$ cat config.mk
export PLATFORM = sky130hd
export DESIGN_NAME = fifo_rd_stream
export DESIGN_NICKNAME = d
export VERILOG_FILES = /design/src/rtl/fifo_rd_stream.sv
export SDC_FILE = /design/constraint.sdc
export NUM_CORES = 1
export LEC_CHECK = 0
export ABC_CLOCK_PERIOD_IN_PS = 5000
export CAP_MARGIN = 30
export CORE_MARGIN = 2
export CORE_UTILIZATION = 40
export CTS_CLUSTER_DIAMETER = 60
export DETAILED_ROUTE_END_ITERATION = 8
export MAX_ROUTING_LAYER = met4
export PLACE_DENSITY = 0.76
export REMOVE_ABC_BUFFERS = 1
export SLEW_MARGIN = 20
export SYNTH_ARGS = -nofsm -noshare
export SYNTH_HDL_FRONTEND = slang
export SYNTH_SLANG_ARGS = --single-unit
$ cat constraint.sdc
create_clock -name rclk -period 5 [get_ports rclk]
set_clock_uncertainty 0.05 [all_clocks]
set_input_delay 1.25 -clock rclk [delete_from_list [all_inputs] [get_ports rclk]]
set_output_delay 1.25 -clock rclk [all_outputs]
set_load 0.02 [all_outputs]
$ cat src/rtl/fifo_rd_stream.sv
// Read-side adapter for the async FIFO: turns r_en/empty/data_out into a valid/ready
// stream, absorbing the FIFO's one-cycle read latency in a 2-entry skid buffer.
module fifo_rd_stream #(
  parameter int DATA_WIDTH = 8,
  parameter int CNT_WIDTH  = 16
) (
  input  logic                  rclk,
  input  logic                  rrst,
  input  logic                  fifo_empty,
  input  logic [DATA_WIDTH-1:0] fifo_data,
  output logic                  fifo_r_en,
  output logic                  m_valid,
  input  logic                  m_ready,
  output logic [DATA_WIDTH-1:0] m_data,
  output logic [CNT_WIDTH-1:0]  xfer_cnt
);

  logic                  inflight_q, inflight_d;
  logic [1:0]            occ_q, occ_d;
  logic                  head_q, head_d;
  logic                  tail_q, tail_d;
  logic [CNT_WIDTH-1:0]  cnt_q, cnt_d;
  logic [DATA_WIDTH-1:0] mem_q [2];
  logic                  hs;
  logic [1:0]            level;

  // level = words buffered after this edge, counting the one already in flight;
  // a new pop is allowed only if it still fits.
  always_comb begin
    m_valid    = !rrst && (occ_q != 2'd0);
    m_data     = mem_q[head_q];
    hs         = m_valid && m_ready;
    level      = occ_q + {1'b0, inflight_q} - {1'b0, hs};
    fifo_r_en  = !rrst && !fifo_empty && (level < 2'd2);
    inflight_d = fifo_r_en;
    occ_d      = level;
    tail_d     = tail_q ^ inflight_q;
    head_d     = head_q ^ hs;
    cnt_d      = cnt_q + {{(CNT_WIDTH-1){1'b0}}, hs};
  end

  always_ff @(posedge rclk) begin
    if (rrst) begin
      inflight_q <= 1'b0;
      occ_q      <= 2'd0;
      head_q     <= 1'b0;
      tail_q     <= 1'b0;
      cnt_q      <= '0;
    end else begin
      inflight_q <= inflight_d;
      occ_q      <= occ_d;
      head_q     <= head_d;
      tail_q     <= tail_d;
      cnt_q      <= cnt_d;
    end
  end

  // Buffer storage carries no reset; occ_q alone decides what is meaningful.
  always_ff @(posedge rclk) begin
    if (!rrst && inflight_q) begin
      mem_q[tail_q] <= fifo_data;
    end
  end

  assign xfer_cnt = cnt_q;

endmodule

==> results of run 1 <==
area by class of cell:
class,instances,area share
Sequential cell,37,0.432
Multi-Input combinational cell,83,0.280
Timing Repair Buffer,39,0.185
Clock buffer,5,0.0330
Clock inverter,3,0.0312
Tap cell,48,0.0288
Inverter,5,0.00901
routing by layer:
layer	global-route usage	part of all wire	vias up
met1	0.194	0.47	491
met5	-	0	-
met2	0.265	0.47	43
met4	0.0391	0.0089	0
met3	0.0514	0.054	3
li1	-	-	541
final timing paths:
| kind | startpoint | cells past startpoint | to |
|---|---|---|---|
| setup / recovery | rrst | 8 | fifo_r_en |
| hold / removal | xfer_cnt[15] | 1 | xfer_cnt[15] |
| setup reg to reg | occ_q[0] | 8 | xfer_cnt[12] |
| hold reg to reg | xfer_cnt[15] | 1 | xfer_cnt[15] |
critical path, cell delays in order:
cell and delay, ns:
clkdlybuf4s50_1 0.45, o21ba_4 0.26, nand2_1 0.11, xnor2_1 0.16, ha_1 0.19, xnor2_1 0.15
nor3_1 0.13, clkdlybuf4s50_1 0.62
cells in the mapped netlist, drive strengths merged (2+ instances only):
master	number
nor3	4
inv	5
xor2	5
nor4	3
nand3	4
ha	3
nand4	8
nor2b	4
clkbuf	3
o21ai	2
nand2	3
nor2	16
mux2	8
xnor2	10
a21oi	2
edfxtp	16
dfxtp	21
metrics by stage:
step	std cells	worst slack, ns	hold WS [ns]	power [uW]	util
floorplan	125	1.16	0.449	363	-
finish	220	0.375	0.424	687	0.569
global route	220	0.288	0.460	716	0.569
CTS	220	0.355	0.431	695	0.569
detailed placement	212	0.367	0.411	394	0.532
global placement	212	0.438	0.398	392	0.532
power groups by stage:
| stage | clock, uW | combinational (uW) | sequential, uW |
|---|---|---|---|
| global route | 323 | 61.6 | 331 |
| CTS | 308 | 57.6 | 330 |
| finish | 301 | 56.7 | 330 |
| global placement | 0 | 55.5 | 336 |
| floorplan | 0 | 27.5 | 336 |
| detailed placement | 0 | 57.3 | 337 |
state kept, by name, summed over array words and instances (netlist names):
name and flops:
mem_q 16, head_q 1, tail_q 1, occ_q 2, inflight_q 1, xfer_cnt 16
cell usage in the layout, fill, tap and decap left out, drive strengths merged, types with 2 or more instances in the layout:
master and instances:
clkdlybuf4s50 37, dfxtp 21, nor2 16, edfxtp 16, xnor2 10, mux2 8
nand4 8, inv 5, xor2 5, clkbuf 5, nand3 4, nor3 4
nor2b 4, nand2 3, nor4 3, ha 3, o21ai 2, a21oi 2
bufinv 2, buf 2
logic make-up (layout without fill, tap and decap cells):
family / after synthesis / in the layout / synth area share
AO/OA/AOI/OAI: 6 / 6 / 0.0289
XOR/XNOR: 15 / 15 / 0.0867
adder cells (fa/ha/maj): 3 / 3 / 0.0248
buffers and inverters: 8 / 52 / 0.0198
flip-flops: 37 / 37 / 0.595
multiplexers: 9 / 9 / 0.0661
AND/OR/NAND/NOR: 50 / 50 / 0.179
==> metrics.yaml, run 1 <==
setup_path:
  cp.arrival_ns: 3.33
  r2r_slack_ns: 3.01
  crit_fanout: 4
  path_class: "input pin to output port"
  worstPathRequired_ns: 3.70
  critPathLaunchType: "input pin"
  endpoint_kind: "output port"
global_route:
  grt_antenna_before_repair: 0
  grt_max_degree: 25
  grt_pass1_vias: 1147
  gr-total-overflow: 0
  grt_pass1_wl_um: 5180
  gr-usage-all-layers: 0.161
synth:
  synthesis.area_sq_mm: 0.00152
  ys.flop_type: "dfxtp_1"
  synth_top_cell_area_share: 0.317
  synth_top_cell_by_area: "edfxtp_1"
  synth_edf_count: 16
  ys_seq_area_frac: 0.595
  async_flop_share: 0
  yosys_register_bits: 37
  syn_avg_cell_area_sq_um: 11.8
  yosys-top-cells-area: "edfxtp_1 (32%), dfxtp_1 (28%), mux2_2 (5.9%), xnor2_1 (5.8%), nor2_1 (4.0%)"
  netlist_instances: 128
  yosysWarningCount: 0
  synth_cell_type_count: 29
layout:
  layout.area.seq_sq_um: 901
  diodes: 0
  area_growth_pct: 37.5
  fill_cells: 334
  fin_area_sq_mm: 0.00208
  nNetsFinal: 186
  drive_gt1_frac: 0.128
  multiInputGateArea_sq_um: 584
route:
  vias_per_cell: 4.90
  wl_per_cell_um: 13.7
  first_pass_iters: 4
  drc: 0
  drtIter0Drc: 31
  routed_wl_um: 3020
  final_antenna_net_count: 0
  num_vias: 1078
timing:
  setup_violations: 0
  max-slew-margin-rel: 0.719
  finalCritPeriodShare: 0.925
  tns_ns: 0
  final_max_slew_viol_count: 0
  fmax_ghz: 0.216
  worst_pin_slew_ns: 0.422
  layout_min_cycle_time_ns: 4.63
  grt_setup_unrepaired: "false"
  finalHoldViolations: 0
clock_network:
  numCtsBuffers: 5
  cts_max_path_buffers: 2
  clk_pin_slew_ns: 0.07
  cts_setup_buffers: 0
  post_cts_resized: 0
  cts_hold_buf: 0
  cts_tree: "yes"
  clockRootBuffer: "clkbuf_8"
  insertion_delay_ns: 0.28
  h-tree-depth: 2
  clock-sinks: 37
power_and_ir_drop:
  pwr-share-comb: 0.083
  p_leak_uw: 0.000733
  swShare: 0.195
  power_frac_seq: 0.480
  power.ir.vdd_worst_uv: 289
  p_switching_uw: 134
  p_per_area_mw_per_mm2: 330
  intPower_uw: 554
  p_clk_frac: 0.438
run:
  drv_cap: 0
floorplan:
  core_sq_mm: 0.00366
  dieHeight_um: 65.5
  die_area_sq_mm: 0.00430
  rows: 22
  fp.dieW_um: 65.5
  start_util: 0.414
  ios: 38
status:
  run_status: "finished clean"
placed_design:
  gp_congestion: 0.862
  port_buffers: 37
  dp_hpwl_um: 2160
  dpl_cell_area_sq_mm: 0.00195
worst_hold_path:
  hold_class: "flop to flop"
Note: power is estimated with default switching activity, not from simulation.
==> run 2, diff against run 1 <==
--- a/config.mk
+++ b/config.mk
@@ -11,8 +11,9 @@
 export CORE_UTILIZATION = 40
 export CTS_CLUSTER_DIAMETER = 60
 export DETAILED_ROUTE_END_ITERATION = 8
+export DONT_BUFFER_PORTS = 1
 export MAX_ROUTING_LAYER = met4
-export PLACE_DENSITY = 0.76
+export PLACE_DENSITY = 0.63
 export REMOVE_ABC_BUFFERS = 1
 export SLEW_MARGIN = 20
 export SYNTH_ARGS = -nofsm -noshare
==> run 2 against run 1 <==
Effect of this change:
- via count fell by 14%
- final cell count down 18%
- sequential power hardly changed
- sequential share of layout area up 10 points
- design area shrank 19%
- first-iteration DRC count decreased by 9.7%
- worst setup slack improved by 0.69 ns
- total power shrank 10%
- hold slack better by 0.093 ns
- largest power group unchanged
- highest routed layer unchanged
==> metrics.yaml, run 2 (same netlist as run 1, synthesis figures left out) <==
floorplan:
  core_sq_mm: 0.00366  # unchanged
  fp.dieW_um: 65.5  # unchanged
  rows: 22  # unchanged
  die_area_sq_mm: 0.00430  # unchanged
  ios: 38  # unchanged
  start_util: 0.414  # unchanged
  dieHeight_um: 65.5  # unchanged
timing:
  worst_pin_slew_ns: 0.640  # +0.219 ns
  grt_setup_unrepaired: "false"
  hold_slack_ns: 0.517  # +0.0925 ns
  layout_setup_ws_ns: 1.06  # +0.690 ns
  setup_violations: 0  # unchanged
  fmax_ghz: 0.254  # +18%
  finalHoldViolations: 0  # unchanged
  layout_min_cycle_time_ns: 3.94  # -0.690 ns
  finalCritPeriodShare: 0.787  # -0.138
  final_max_slew_viol_count: 0  # unchanged
  max-slew-margin-rel: 0.571  # -0.147
  tns_ns: 0  # unchanged
clock_network:
  clockRootBuffer: "clkbuf_8"
  post_cts_resized: 0  # unchanged
  clk_pin_slew_ns: 0.07  # about the same
  cts_max_path_buffers: 2  # unchanged
  cts_setup_buffers: 0  # unchanged
  numCtsBuffers: 5  # unchanged
  cts_tree: "yes"
  cts_hold_buf: 0  # unchanged
  clock-sinks: 37  # unchanged
  insertion_delay_ns: 0.28  # about the same
  h-tree-depth: 2  # unchanged
power_and_ir_drop:
  p_per_area_mw_per_mm2: 367  # +11%
  p_leak_uw: 0.000576  # -21%
  power.ir.vdd_worst_uv: 168  # -42%
layout:
  nNetsFinal: 147  # -21%
  drive_gt1_frac: 0.158  # +0.0300
  diodes: 0  # unchanged
  layout_commonest_cell: "dfxtp_1"
  area_growth_pct: 11.1
  final_cell_mix: "dfxtp_1 (21), nor2_1 (16), edfxtp_1 (16)"
setup_path:
  cp.arrival_ns: 2.64  # -0.69 ns
  r2r_slack_ns: 2.93  # -0.08 ns
  cp_cell_sequence: "o21ba_4 > nand2_1 > xnor2_1 > ha_1 > xnor2_1 > nor3_1"
  reg2regPathDepth: 8  # unchanged
  startpoint: "rrst"
  crit_top_cell: "xnor2_1"
  endpoint_kind: "output port"
  slowest_delay_ns: 0.49  # -0.13 ns
  slowest_stage: "nor3_1"
  critPathLaunchType: "input pin"
  crit_fanout: 25  # +21
  rr_startpoint: "occ_q[0]"
  path_class: "input pin to output port"
  worstPathRequired_ns: 3.70  # about the same
placed_design:
  dp_slack_ns: 1.05  # +0.685 ns
  gp_congestion: 0.784  # -9.0%
  port_buffers: 0  # -100%
  dp_hpwl_um: 1890  # -12%
global_route:
  gr-total-overflow: 0  # unchanged
  grt_pass1_wl_um: 4460  # -14%
  grtUsageMet3: 0.0548  # +0.00342
  grt.met1_usage: 0.163  # -0.0314
  grt_max_degree: 26  # +4.0%
  grt_pass1_vias: 985  # -14%
  gr-usage-all-layers: 0.146  # -0.0157
  grt_antenna_before_repair: 0  # unchanged
  met2_usage: 0.223  # -0.0421
  grt_busiest_layer: "met2"
route:
  wl_per_cell_um: 14.5  # +5.7%
  drc: 0  # unchanged
  final_antenna_net_count: 0  # unchanged
  vias_per_cell: 5.12  # +4.4%
  num_vias: 926  # -14%
  routed_wl_um: 2630  # -13%
  drtIter0Drc: 28  # -9.7%
  first_pass_iters: 4  # unchanged
worst_hold_path:
  hold_class: "flop to flop"
  hp-start: "xfer_cnt[15]"
  whs_path_depth: 1  # unchanged
status:
  run_status: "finished clean"
run:
  drv_cap: 0  # unchanged
[run 2: layout make-up]
type	instances	area (sq um)
clock buffer	5	68.8
clock inverter	3	46.3
fill	329	1980
inverter	5	18.8
multi-input combinational	83	589
sequential	37	901
tap	48	60.1
[run 2: critical path, delay by kind of cell]
kind | cells | cell delay, ns
XOR/XNOR | 2 | 0.30
AO/OA/AOI/OAI | 1 | 0.26
AND/OR/NAND/NOR | 2 | 0.61
adder cells (fa/ha/maj) | 1 | 0.20
[run 2: where the power goes]
| group | total, uW | switching [uW] | internal (uW) |
|---|---|---|---|
| clock | 257 | 108 | 149 |
| sequential | 331 | 7.94 | 323 |
| combinational | 30.5 | 16.7 | 13.7 |
[run 2: layer usage]
metal  part of all wire  wire length, um  vias to the layer above
li1                   -                -                      461
met1               0.43             1130                      439
met2               0.49             1300                       22
met3              0.059              154                        4
met4              0.017               46                        0
met5                  0                0                        -
[run 2: worst paths after layout]
| path | endpoint |
|---|---|
| worst min register to register | xfer_cnt[15] |
| worst max register to register | xfer_cnt[14] |
| worst max-delay path | fifo_r_en |
| worst min-delay path | xfer_cnt[15] |
[run 2: per-stage QoR]
step | area, sq um | cells | util | power, uW
after floorplan | 1500 | 125 | - | 363
after global placement | 1560 | 173 | 0.427 | 367
after detailed placement | 1570 | 173 | 0.429 | 369
after CTS | 1680 | 181 | 0.460 | 629
after global routing | 1680 | 181 | 0.460 | 643
final | 1680 | 181 | 0.460 | 619
